## config.mk

```make
export PLATFORM = sky130hd
export DESIGN_NAME = cla_seq_adder_ctrl
export DESIGN_NICKNAME = d
export VERILOG_FILES = /design/src/rtl/cla_seq_adder_ctrl.sv
export SDC_FILE = /design/constraint.sdc
export NUM_CORES = 1
export LEC_CHECK = 0
export ABC_AREA = 1
export CAP_MARGIN = 20
export CORE_ASPECT_RATIO = 1.5
export CORE_UTILIZATION = 45
export CTS_CLUSTER_DIAMETER = 200
export CTS_CLUSTER_SIZE = 14
export DETAILED_ROUTE_END_ITERATION = 16
export PLACE_DENSITY = 0.74
export SYNTH_ARGS = -nofsm -noshare
export SYNTH_HDL_FRONTEND = slang
export SYNTH_SLANG_ARGS = --single-unit
export TNS_END_PERCENT = 100
```

## constraint.sdc

```tcl
create_clock -name clk -period 4.9 [get_ports clk]
set_input_delay 0.49 -clock clk [delete_from_list [all_inputs] [get_ports clk]]
set_output_delay 0.49 -clock clk [all_outputs]
set_load 0.05 [all_outputs]
```

## src/rtl/cla_seq_adder_ctrl.sv

```systemverilog
// Sequential adder: one 4-bit look-ahead slice reused over NIBBLES nibbles, LSB first.
// Define CLA_SEQ_OVF_EN to add the registered signed-overflow output ovf.
module cla_seq_adder_ctrl #(
  parameter int NIBBLES = 4
) (
  input  logic                   clk,
  input  logic                   rst_n,
  input  logic                   in_valid,
  output logic                   in_ready,
  input  logic [4*NIBBLES-1:0]   a,
  input  logic [4*NIBBLES-1:0]   b,
  input  logic                   cin,
  output logic                   out_valid,
  input  logic                   out_ready,
  output logic [4*NIBBLES-1:0]   sum,
`ifdef CLA_SEQ_OVF_EN
  output logic                   ovf,
`endif
  output logic                   cout
);

  localparam int W  = 4 * NIBBLES;
  localparam int IW = (NIBBLES > 1) ? $clog2(NIBBLES) : 1;

  typedef enum logic [1:0] {
    IDLE = 2'd0,
    RUN  = 2'd1,
    DONE = 2'd2
  } state_t;

  state_t        state_q;
  state_t        state_d;
  logic [W-1:0]  a_q;
  logic [W-1:0]  b_q;
  logic          carry_q;
  logic [IW-1:0] idx_q;

  logic [3:0]    a_n;
  logic [3:0]    b_n;
  logic [3:0]    p;
  logic [3:0]    g;
  logic [4:0]    c;
  logic [3:0]    s_n;
  logic          last;

  assign in_ready = (state_q == IDLE);
  assign last     = (idx_q == IW'(NIBBLES - 1));

  assign a_n = a_q[{idx_q, 2'b00} +: 4];
  assign b_n = b_q[{idx_q, 2'b00} +: 4];
  assign p   = a_n ^ b_n;
  assign g   = a_n & b_n;

  // Every carry is a two-level sum of products of p, g and c0.
  assign c[0] = carry_q;
  assign c[1] = g[0]
              | (p[0] & c[0]);
  assign c[2] = g[1]
              | (p[1] & g[0])
              | (p[1] & p[0] & c[0]);
  assign c[3] = g[2]
              | (p[2] & g[1])
              | (p[2] & p[1] & g[0])
              | (p[2] & p[1] & p[0] & c[0]);
  assign c[4] = g[3]
              | (p[3] & g[2])
              | (p[3] & p[2] & g[1])
              | (p[3] & p[2] & p[1] & g[0])
              | (p[3] & p[2] & p[1] & p[0] & c[0]);
  assign s_n  = p ^ c[3:0];

  always_comb begin
    state_d = state_q;
    case (state_q)
      IDLE:    if (in_valid)  state_d = RUN;
      RUN:     if (last)      state_d = DONE;
      DONE:    if (out_ready) state_d = IDLE;
      default:                state_d = IDLE;
    endcase
  end

  always_ff @(posedge clk or negedge rst_n) begin
    if (!rst_n) state_q <= IDLE;
    else        state_q <= state_d;
  end

  always_ff @(posedge clk or negedge rst_n) begin
    if (!rst_n) begin
      a_q       <= '0;
      b_q       <= '0;
      carry_q   <= 1'b0;
      idx_q     <= '0;
      sum       <= '0;
      cout      <= 1'b0;
      out_valid <= 1'b0;
`ifdef CLA_SEQ_OVF_EN
      ovf       <= 1'b0;
`endif
    end else begin
      case (state_q)
        IDLE: begin
          if (in_valid) begin
            a_q     <= a;
            b_q     <= b;
            carry_q <= cin;
            idx_q   <= '0;
          end
        end
        RUN: begin
          sum[{idx_q, 2'b00} +: 4] <= s_n;
          carry_q <= c[4];
          idx_q   <= idx_q + IW'(1);
          if (last) begin
            idx_q     <= '0;
            cout      <= c[4];
            out_valid <= 1'b1;
`ifdef CLA_SEQ_OVF_EN
            ovf       <= c[3] ^ c[4];
`endif
          end
        end
        DONE: begin
          if (out_ready) out_valid <= 1'b0;
        end
        default: ;
      endcase
    end
  end

endmodule

```

# ---- Yosys cells after proc, flatten, opt, wreduce, memory -nomap -nowiden
# Cells that the tools add are included.
dict set report word_totals {
  reg_bits 55
  input_bits 37
  out_inout_bits 19
  elab_cells 70
}
dict set report op_classes {
  add_sub_neg 2
  eq_ne 6
  n_shift 4
  mux 13
  bitwise_logic 29
  n_reduce_logical 8
}
# cell count
set ops {}
lappend ops {{$shiftx 16x5->4} 2}
lappend ops {{$and 1x1->1} 16}
lappend ops {{$bwmux 16} 1}
lappend ops {{$shift 4x6->16 const A} 1}
lappend ops {{$shiftx 4x6->16} 1}
lappend ops {{$mux 2} 5}
lappend ops {{$or 1x1->1} 10}
lappend ops {{$xor 4x4->4} 2}
lappend ops {{$ne 2x2->1 const B} 3}
lappend ops {{$neg 4->6} 1}
lappend ops {{$pmux 2 s3} 1}
lappend ops {{$reduce_and 2->1} 3}
lappend ops {{$reduce_and 3->1} 2}
lappend ops {{$and 4x4->4} 1}
lappend ops {{$eq 2x2->1 const B} 2}
lappend ops {{$pmux 1 s2} 2}
lappend ops {{$pmux 2 s2} 1}
lappend ops {{$reduce_bool 2->1} 2}
lappend ops {{$mux 1} 3}
lappend ops {{$add 2x1->2 const B} 1}
lappend ops {{$eq 2x1->1 const B} 1}
lappend ops {{$logic_not 2->1} 1}

# ---- Logic depth before layout (Yosys ltp)
# Gate-level depths: netlist of the first run.
dict set report logic_depth {
  ltp_word 9
  mapped_depth 14
  depth_no_buf 13
}

# ---- Worst setup path after synthesis of the first run
# No wires, ideal clock.
dict set report synth_path {
  path_type {flip-flop to flip-flop}
  from {reg idx_q[0]}
  to {reg sum[14]}
  setup_ns 0.066
  arrival_time_ns 1.999
  required_ns 4.834
  path_slack_ns 2.835
  stages_incl_launch_ff 12
  n_path_buf 1
  period_less_slack_ns 2.065
  cell_sequence {dfrtp_1 -> inv_2 -> buf_2 -> nor2_1 -> o22ai_1 -> ha_1 -> nand3_1 -> nand3_1 -> xor2_1 -> nor2_1 -> nand3_1 -> nand2_1}
}
dict set report synth_via {
  elab_chain_cells 9
  word_cells_on_any_way 24
  cone_classes {1 x add/sub; 4 x shift; 1 x mux; 18 x bitwise}
}
# element line
set synth_rtl {}
lappend synth_rtl {{start, declared} 36} ;# logic [IW-1:0] idx_q;
lappend synth_rtl {{start signal, assigned} 112} ;# idx_q <= idx_q + IW'(1);
lappend synth_rtl {{$shiftx 16x5->4 (on tied branches)} {49, 50}}
lappend synth_rtl {{$xor 4x4->4 / $and 4x4->4 (equally long branches)} {51, 52}}
lappend synth_rtl {{$and 1x1->1 (on tied branches)} {62, 63, 64}}
lappend synth_rtl {{$or 1x1->1 (tied with other cells)} 62} ;# | (p[2] & g[1])
lappend synth_rtl {{$or 1x1->1 / $and 1x1->1 (equally long branches)} {63, 64}}
lappend synth_rtl {{$or 1x1->1} 64} ;# | (p[2] & p[1] & p[0] & c[0]);
lappend synth_rtl {{$xor 4x4->4} 70} ;# assign s_n = p ^ c[3:0];
lappend synth_rtl {{$shiftx 4x6->16} 110} ;# sum[{idx_q, 2'b00} +: 4] <= s_n;
lappend synth_rtl {{$bwmux 16 (*)} 110}
lappend synth_rtl {{end signal, assigned by index} 110}
lappend synth_rtl {{end, declared} 15} ;# output logic [4*NIBBLES-1:0] sum,
# Mark *: on every way between the ends. The rest lies on a longest branch, timed or not.
# A chain may end at the register's enable or synchronous reset.

# ---- Worst setup path in the final report of the first run
# Same ends and word-level chain as after synthesis.

==> results of run 1 <==
-- cells in the mapped netlist, drive strengths merged, types with 8 or more instances --
cell	count	area share
nand2	138	0.19
dfrtp	55	0.51
o21ai	36	0.066
nor2	29	0.056
inv	21	0.031
ha	11	0.051
buf	9	0.028
nand3	9	0.018
o22ai	8	0.018
-- layout by cell type (no fill, tap or decap), types with 2 or more instances in the layout --
cell | Yosys | layout
clkbuf_8 | 0 | 7
clkdlybuf4s50_1 | 0 | 54
dfrtp_1 | 55 | 55
ha_1 | 11 | 11
inv_1 | 15 | 15
inv_2 | 5 | 5
nand2_1 | 135 | 135
nand2_2 | 2 | 2
nand3_1 | 8 | 8
nand4_1 | 2 | 2
nor2_1 | 21 | 21
nor2_2 | 5 | 5
nor2_4 | 2 | 2
o21ai_0 | 30 | 30
o21ai_1 | 6 | 6
o22ai_1 | 8 | 8
o31ai_1 | 2 | 2
xor2_1 | 2 | 2
-- worst min-delay path by stage --
stage / start / depth (start not counted) / endpoint / slack, ns
after global routing: rst_n / 2 / a_q[15]$_DFFE_PN0P_ / 0.36
after detailed placement: a_q[10]$_DFFE_PN0P_ / 2 / a_q[10]$_DFFE_PN0P_ / 0.46
after global placement: a_q[6]$_DFFE_PN0P_ / 2 / a_q[6]$_DFFE_PN0P_ / 0.46
after CTS: rst_n / 2 / state_q[0]$_DFFE_PN0P_ / 0.32
final: rst_n / 2 / a_q[15]$_DFFE_PN0P_ / 0.30
after floorplan: rst_n / 0 / a_q[0]$_DFFE_PN0P_ / 0.19
-- cell type report --
type,count,area (sq um)
Timing Repair Buffer,56,553.0
Clock buffer,8,100.1
Multi-Input combinational cell,240,1180
Inverter,21,83.83
Sequential cell,55,1376
Tap cell,72,90.09
Fill cell,562,2445
-- per-stage QoR --
step / setup slack, ns / hold WS, ns
floorplan: 2.835 / 0.1944
global placement: 2.256 / 0.4612
detailed placement: 2.166 / 0.4616
CTS: 2.149 / 0.3183
global route: 1.837 / 0.3575
finish: 2.088 / 0.2963
-- layer usage --
metal / part of all wire / GRT usage
met1: 0.39 / 0.2227
met2: 0.56 / 0.3703
met3: 0.021 / 0.02817
met4: 0.030 / 0.1003
met5: 0 / 0
-- report_power, final --
group	internal, mW	switching [mW]
Clock	0.129	0.138
Combinational	0.482	0.900
Sequential	0.645	0.162
-- worst max-delay path, delay by kind of cell (launching register included) --
kind	cells	cell delay [ns]
AO/OA/AOI/OAI	2	0.46
XOR/XNOR	1	0.18
adder cells (fa/ha/maj)	1	0.33
buffers and inverters	1	0.33
flip-flops	1	0.90
AND/OR/NAND/NOR	5	0.55
-- flip-flops by register name, indices dropped and copies added (netlist names) --
register,count
idx_q,2
cout,1
out_valid,1
b_q,16
a_q,16
carry_q,1
state_q,2
sum,16
-- kinds of logic after synthesis --
group	after synthesis	synth area share
xor+xnor	3	0.009644
fa+ha+maj	12	0.05785
flops	55	0.5051
compound gates	46	0.08999
buf+inv	32	0.06198
simple gates	179	0.2755
==> results.md, run 1 <==
Clocking:
- TritonCTS built the clock tree.
- The post-cts resize count is 0.
- After clock tree synthesis, the clock-pin slew on the worst setup and hold paths is 0.09 ns.
- The TritonCTS sink count is 55.
- After clock tree synthesis, the flow added hold-fix buffers numbering 0.
- The H-tree depth reported by CTS is 2.
- Counting along the longest clock path gives a buffer depth of 2.
- The tree is rooted in a clkbuf_8.
- Clock tree synthesis inserted a total of 5 buffers.
- The clock insertion delay at the later pin of the skew report is 0.30 ns.
- The post-CTS setup buffer count is 0.

Cells and area:
- The share of post-route cells with drive strength above 1 is 0.07105.
- Relative to the synthesized area, the layout overhead comes to 24.15%.
- The number of antenna diodes in the final layout is 0.
- The final non-filler cell total is 452.
- With fillers left out, the area of the finished cells amounts to 3383 sq um.
- The final layout net count is 428.
- Once layout is complete, the utilization of the core stands at 0.5805.

Setup path:
- The register-to-register setup slack is 2.09 ns.
- The launch point of the critical path is idx_q[0]$_DFFE_PN0P_.
- At the worst endpoint, the arrival time is 3.06 ns.
- The startpoint-to-endpoint class of the critical path is flip-flop to flip-flop.
- At the worst endpoint, the required time is 5.15 ns.
- The launch point of the worst reg-to-reg path is idx_q[0]$_DFFE_PN0P_.
- Counting stages on the worst path, the most repeated cell is nand3_1.
- The master of the slowest instance on the critical path is dfrtp_1.
- The startpoint type of the worst setup path is a flip-flop.
- The top fanout value on the critical path is 27.
- The worst setup path is captured at a flip-flop.
- For this run, the slowest stage of the critical path takes 0.90 ns.
- The critical path goes through inv_2, o21ai_0, o22ai_1, ha_1, nand3_1, nand3_1, xor2_1, nor2_1, nand3_1, nand2_1.
- The capture point of the worst path is sum[14]$_DFFE_PN0P_.
- In this run the critical register-to-register path is captured at sum[14]$_DFFE_PN0P_.
- The worst reg2reg path depth is 10.

Drt:
- The count of TritonRoute iterations in the first routing pass is 4.
- Dividing the detail-routed via count by the number of cells gives 4.996.
- The final antenna-violating net count is 0.
- The total wire length after detailed routing is 5796 um.
- For this block, the via count after detailed routing is 2258.
- The wire length per cell after detailed routing is 12.82 um.
- After the first detailed-routing iteration, the DRC count stood at 125.
- After detailed routing, the number of remaining DRC violations is 0.

Global routing:
- The global-route wire length before repair is 9991 um.
- Entering global routing, the biggest net connects 56 pins.
- The overall routing resource usage is 0.2038.
- The via count of the first global-routing pass is 2297.
- The initial antenna violation count is 0.
- The global-route congestion overflow total is 0.

Logic synthesis:
- The average cell area after synthesis is 8.334 sq um.
- The synthesized netlist occupies a cell area of 2725 sq um.
- The synthesized design contains 55 register bits.
- The number of flops mapped to enable cells by yosys is 0.
- The proportion of synthesized flip-flops having asynchronous set or reset is 1.000.
- The number of cells produced by synthesis is 327.
- Synthesis produced a netlist with a net count of 376.
- The share of the Yosys chip area taken by registers is 0.5051.
- For this run, the leading register cell type out of synthesis is dfrtp_1.
- Yosys printed 0 warnings.
- The number of different library cells used by synthesis comes to 27.

Timing:
- The count of final max-slew check failures came to 0.
- The final count of hold timing violations is 0.
- For the final database, setup skew stands at 0.003940 ns.
- Subtracting the final worst setup slack from the clock period gives 2.812 ns.
- In the finished design, the share of the clock period the worst path needs comes to 0.5739.
- For the pin with the worst max-slew slack, the measured transition is 0.8450 ns.
- Setup violations remaining at the end of the flow were counted as 0.
- Setup total negative slack on the finished layout was measured at 0 ns.
- The maximum frequency from static timing analysis is 355.6 MHz.
- Setup repair after global routing left no endpoint under its margin.
- The worst pin sits at a relative slew slack of 0.4367.

Floorplan:
- The starting density of the core is 0.4676.
- Measured along the x axis, the die boundary spans 65.54 um.
- 56 I/O pins were placed.
- The area of the placeable core is 5828 sq um.
- The die outline height is 97.31 um.
- The floorplan step defined a die boundary enclosing 6378 sq um.
- The number of placement rows is 34.

Placement:
- Summing all placed instances gives a cell area of 3283 sq um.
- During placement, the flow inserted port buffers numbering 55.
- Routability-driven placement finished with a final weighted congestion of 0.8705.
- The post-DP HPWL is 4376 um.
- The total placed cells including tap cells is 444.

Power:
- The leakage power total is 1.662 nW.
- Power spread over the standard cell area amounts to 725.8 nW/um^2.
- The worst ir drop on vdd is 0.0002766 V.
- The total power is 2.455 mW.

Hold path:
- The type of the tightest min-delay check is primary input to async pin.

Job:
- The tool flagged a number of max-cap violations equal to 0.

Run status:
- The run finished with clean final reports.
(Power assumes the default switching activity.)
==> run 2, diff against run 1 <==
clock period = 2.9 ns   (was 4.9 ns; I/O delays follow)
==> run 2 against run 1 <==
  * Power increased by 69%
  * Sequential share of layout area about the same
  * Largest power group unchanged
  * Via count decreased by 0.75%
  * Design area about the same
  * Highest routed layer unchanged
==> results.md, run 2 (synthesis gave the netlist of run 1 again) <==
Timing:
- The slew at the pin closest to its max-slew limit is 0.6736 ns (-0.1714 ns).
- The count of final max-slew check failures is 0 (unchanged).
- The final clock skew is 0.006219 ns (+0.002279 ns).
- The final count of hold timing violations is 0 (unchanged).
- The fraction of the cycle the final worst path needs came to 0.7859 (+0.2119).
- Setup repair after global routing left no endpoint under its margin.
- The maximum frequency from static timing analysis is 438.8 MHz (+23%).
- The final total negative setup slack is 0 ns (unchanged).
- The headroom to the max-slew limit is 0.5510 (+0.1143).
- The post-route minimum period was 2.279 ns (-0.5333 ns).
- The final-report setup violation count is 0 (unchanged).

Floorplan:
- The starting density of the core is 0.4676 (unchanged).
- The die outline height is 97.31 um (unchanged).
- The floorplan die area is 6378 sq um (unchanged).
- The area of the placeable core is 5828 sq um (unchanged).
- The top-level port count is 56 (unchanged).
- The number of placement rows is 34 (unchanged).
- The horizontal die dimension is 65.54 um (unchanged).

Clocking:
- The maximum count of clock buffers along a single path came to 2 (unchanged).
- The H-tree depth reported by CTS came to 2 (unchanged).
- The CTS clock-pin slew for the worst setup and hold paths came to 0.09 ns (about the same).
- The clock insertion delay at the later pin of the skew report came to 0.31 ns (about the same).
- The TritonCTS sink count is 55 (unchanged).
- The CTS tree is yes.
- The number of buffers inserted by hold repair at cts is 0 (unchanged).
- The tree is rooted in a clkbuf_8.
- The post-cts resize count was 0 (unchanged).
- The clock buffer count from CTS is 5 (unchanged).
- The post-CTS setup buffer count came to 0 (unchanged).

Setup path:
- The startpoint identified for the worst register-to-register timing path is idx_q[1]$_DFFE_PN0P_.
- The critical path's largest stage delay is 0.52 ns (-0.38 ns).
- The library cell appearing most often on the critical path is nand3_1.
- The critical path required time is 3.15 ns (-2.00 ns).
- The register-to-register setup slack is 0.62 ns (-1.47 ns).
- STA classifies the critical path endpoint as a flip-flop.
- The startpoint type of the worst setup path is a flip-flop.
- The top fanout value on the critical path came to 13 (-52%).
- Grouping stages by cell kind, the critical path spends the most delay in flip-flops.
- The worst reg2reg path depth came to 10 (unchanged).
- The signal arrival time at the worst endpoint is 2.53 ns (-0.53 ns).
- The count of buffer and inverter cells on the critical path is 1 (unchanged).
- The endpoint of the worst register-to-register path is sum[14]$_DFFE_PN0P_.
- The startpoint-to-endpoint class of the critical path is flip-flop to flip-flop.
- The largest individual stage delay along the critical path comes from the cell dfrtp_1.
- Walking the worst path, the cells encountered are inv_1, o21ai_0, o22ai_1, ha_1, nand3_1, nand3_1, xor2_1, nor2_1, nand3_1, nand2_1.

Cells and area:
- The fill cell total of the finished layout came to 557 (-0.89%).
- The most common library cell in the layout ignoring fill and taps is nand2_1.
- The number of antenna diodes is 0 (unchanged).
- The final layout net count is 430 (+0.47%).
- The top cell types in the final layout, fill and taps aside, are nand2_1, dfrtp_1, clkdlybuf4s50_1.
- The relative area change from synthesis to final layout is 24.24% (about the same).
- The largest registers in the layout are a_q: 16 flops, b_q: 16 flops, sum: 16 flops.
- The share of post-route cells with drive strength above 1 came to 0.07612 (+0.005063).
- The final non-filler cell total is 453 (+0.22%).

Global routing:
- The global-route wire length before repair is 10160 um (+1.7%).
- The largest net degree at the start of global routing was 35 (-38%).
- The global-route congestion overflow total is 0 (unchanged).
- The overall routing resource usage was 0.2040 (about the same).
- The initial antenna violation count is 0 (unchanged).
- The via count of the first global-routing pass is 2329 (+1.4%).

Drt:
- The count of TritonRoute iterations in the first routing pass was 4 (unchanged).
- The number of vias in the routed layout is 2241 (-0.75%).
- The detail-routed via count per cell is 4.947 (-0.97%).
- The wire length per cell after detailed routing is 12.68 um (-1.1%).
- The final antenna-violating net count is 0 (unchanged).
- The number of design rule violations left after detail routing is 0 (unchanged).
- The total wire length after detailed routing is 5743 um (-0.91%).
- The detailed router's first-iteration violation count is 70 (-44%).

Placement:
- The number of port buffers is 55 (unchanged).
- The total placed cells including tap cells is 446 (+0.45%).
- The final estimated routing congestion in global placement is 0.8594 (-1.3%).
- The post-DP HPWL was 4462 um (+2.0%).

Job:
- The number of max-capacitance violations reported is 0 (unchanged).

Power:
- The sequential share of power is 0.318 (-0.011).
- The fraction of power spent switching nets is 0.4920 (+0.003392).
- The areal power density over the cells is 1224 nW/um^2 (+69%).
- The net switching power is 2.039 mW (+70%).
- The part of the power in the clock network is 0.101 (-0.008).
- The cell-internal power was 2.105 mW (+68%).
- The logic gate share of total power is 0.581 (+0.018).
- The worst ir drop on vdd is 0.0004959 V (+79%).
- The leakage power total is 1.668 nW (+0.32%).

Run status:
- The run finished with clean final reports.

Hold path:
- The type of the tightest min-delay check is primary input to async pin.
## run 2: cell count changes in the layout (fill, tap and decap cells not counted), sizes merged
cell and delta:
clkinv +1, buf +2, clkbuf -2
## run 2: how the worst max path moves through the flow
stage	start	to	cells past startpoint
finish	idx_q[1]$_DFFE_PN0P_	sum[14]$_DFFE_PN0P_	10
global route	idx_q[1]$_DFFE_PN0P_	sum[6]$_DFFE_PN0P_	10
CTS	idx_q[1]$_DFFE_PN0P_	sum[6]$_DFFE_PN0P_	10
detailed placement	idx_q[1]$_DFFE_PN0P_	sum[6]$_DFFE_PN0P_	10
global placement	idx_q[0]$_DFFE_PN0P_	sum[13]$_DFFE_PN0P_	8
floorplan	idx_q[0]$_DFFE_PN0P_	sum[14]$_DFFE_PN0P_	11
## run 2: layer usage
metal  global-route usage  wire (um)  up-vias
met5                    0          0        -
met4              0.07525        147        0
met3              0.03638        146       12
met2               0.3648       3162       40
met1               0.2348       2287     1052
li1                     -          -     1137
## run 2: final cells by class
| class | instances | area [sq um] | area share |
|---|---|---|---|
| clock buffer | 6 | 82.58 | 0.02439 |
| clock inverter | 1 | 5.005 | 0.001478 |
| inverter | 21 | 83.83 | 0.02476 |
| multi-input combinational | 240 | 1180 | 0.3485 |
| sequential | 55 | 1376 | 0.4065 |
| tap | 72 | 90.09 | 0.02661 |
| timing repair buffer | 58 | 568.0 | 0.1678 |
## run 2: stage by stage
stage	utilization	worst slack [ns]	power, mW	instance area (sq um)	hold WS [ns]
2_1_floorplan	-	0.8352	3.125	2725	-0.005591
3_3_place_gp	0.5659	0.7329	3.703	3298	0.3675
3_5_place_dp	0.5659	0.6286	3.746	3298	0.3662
4_1_cts	0.5809	0.6144	4.173	3386	0.03339
5_1_grt	0.5809	0.3667	4.517	3386	0.05990
6_report	0.5809	0.6210	4.144	3386	0.01344
## run 2: power groups by stage
| stage | Clock [mW] | Combinational, mW | Sequential (mW) |
|---|---|---|---|
| 2_1_floorplan | 0 | 1.60 | 1.52 |
| 3_3_place_gp | 0 | 2.38 | 1.33 |
| 3_5_place_dp | 0 | 2.41 | 1.33 |
| 4_1_cts | 0.431 | 2.42 | 1.32 |
| 5_1_grt | 0.455 | 2.71 | 1.35 |
| 6_report | 0.420 | 2.41 | 1.32 |
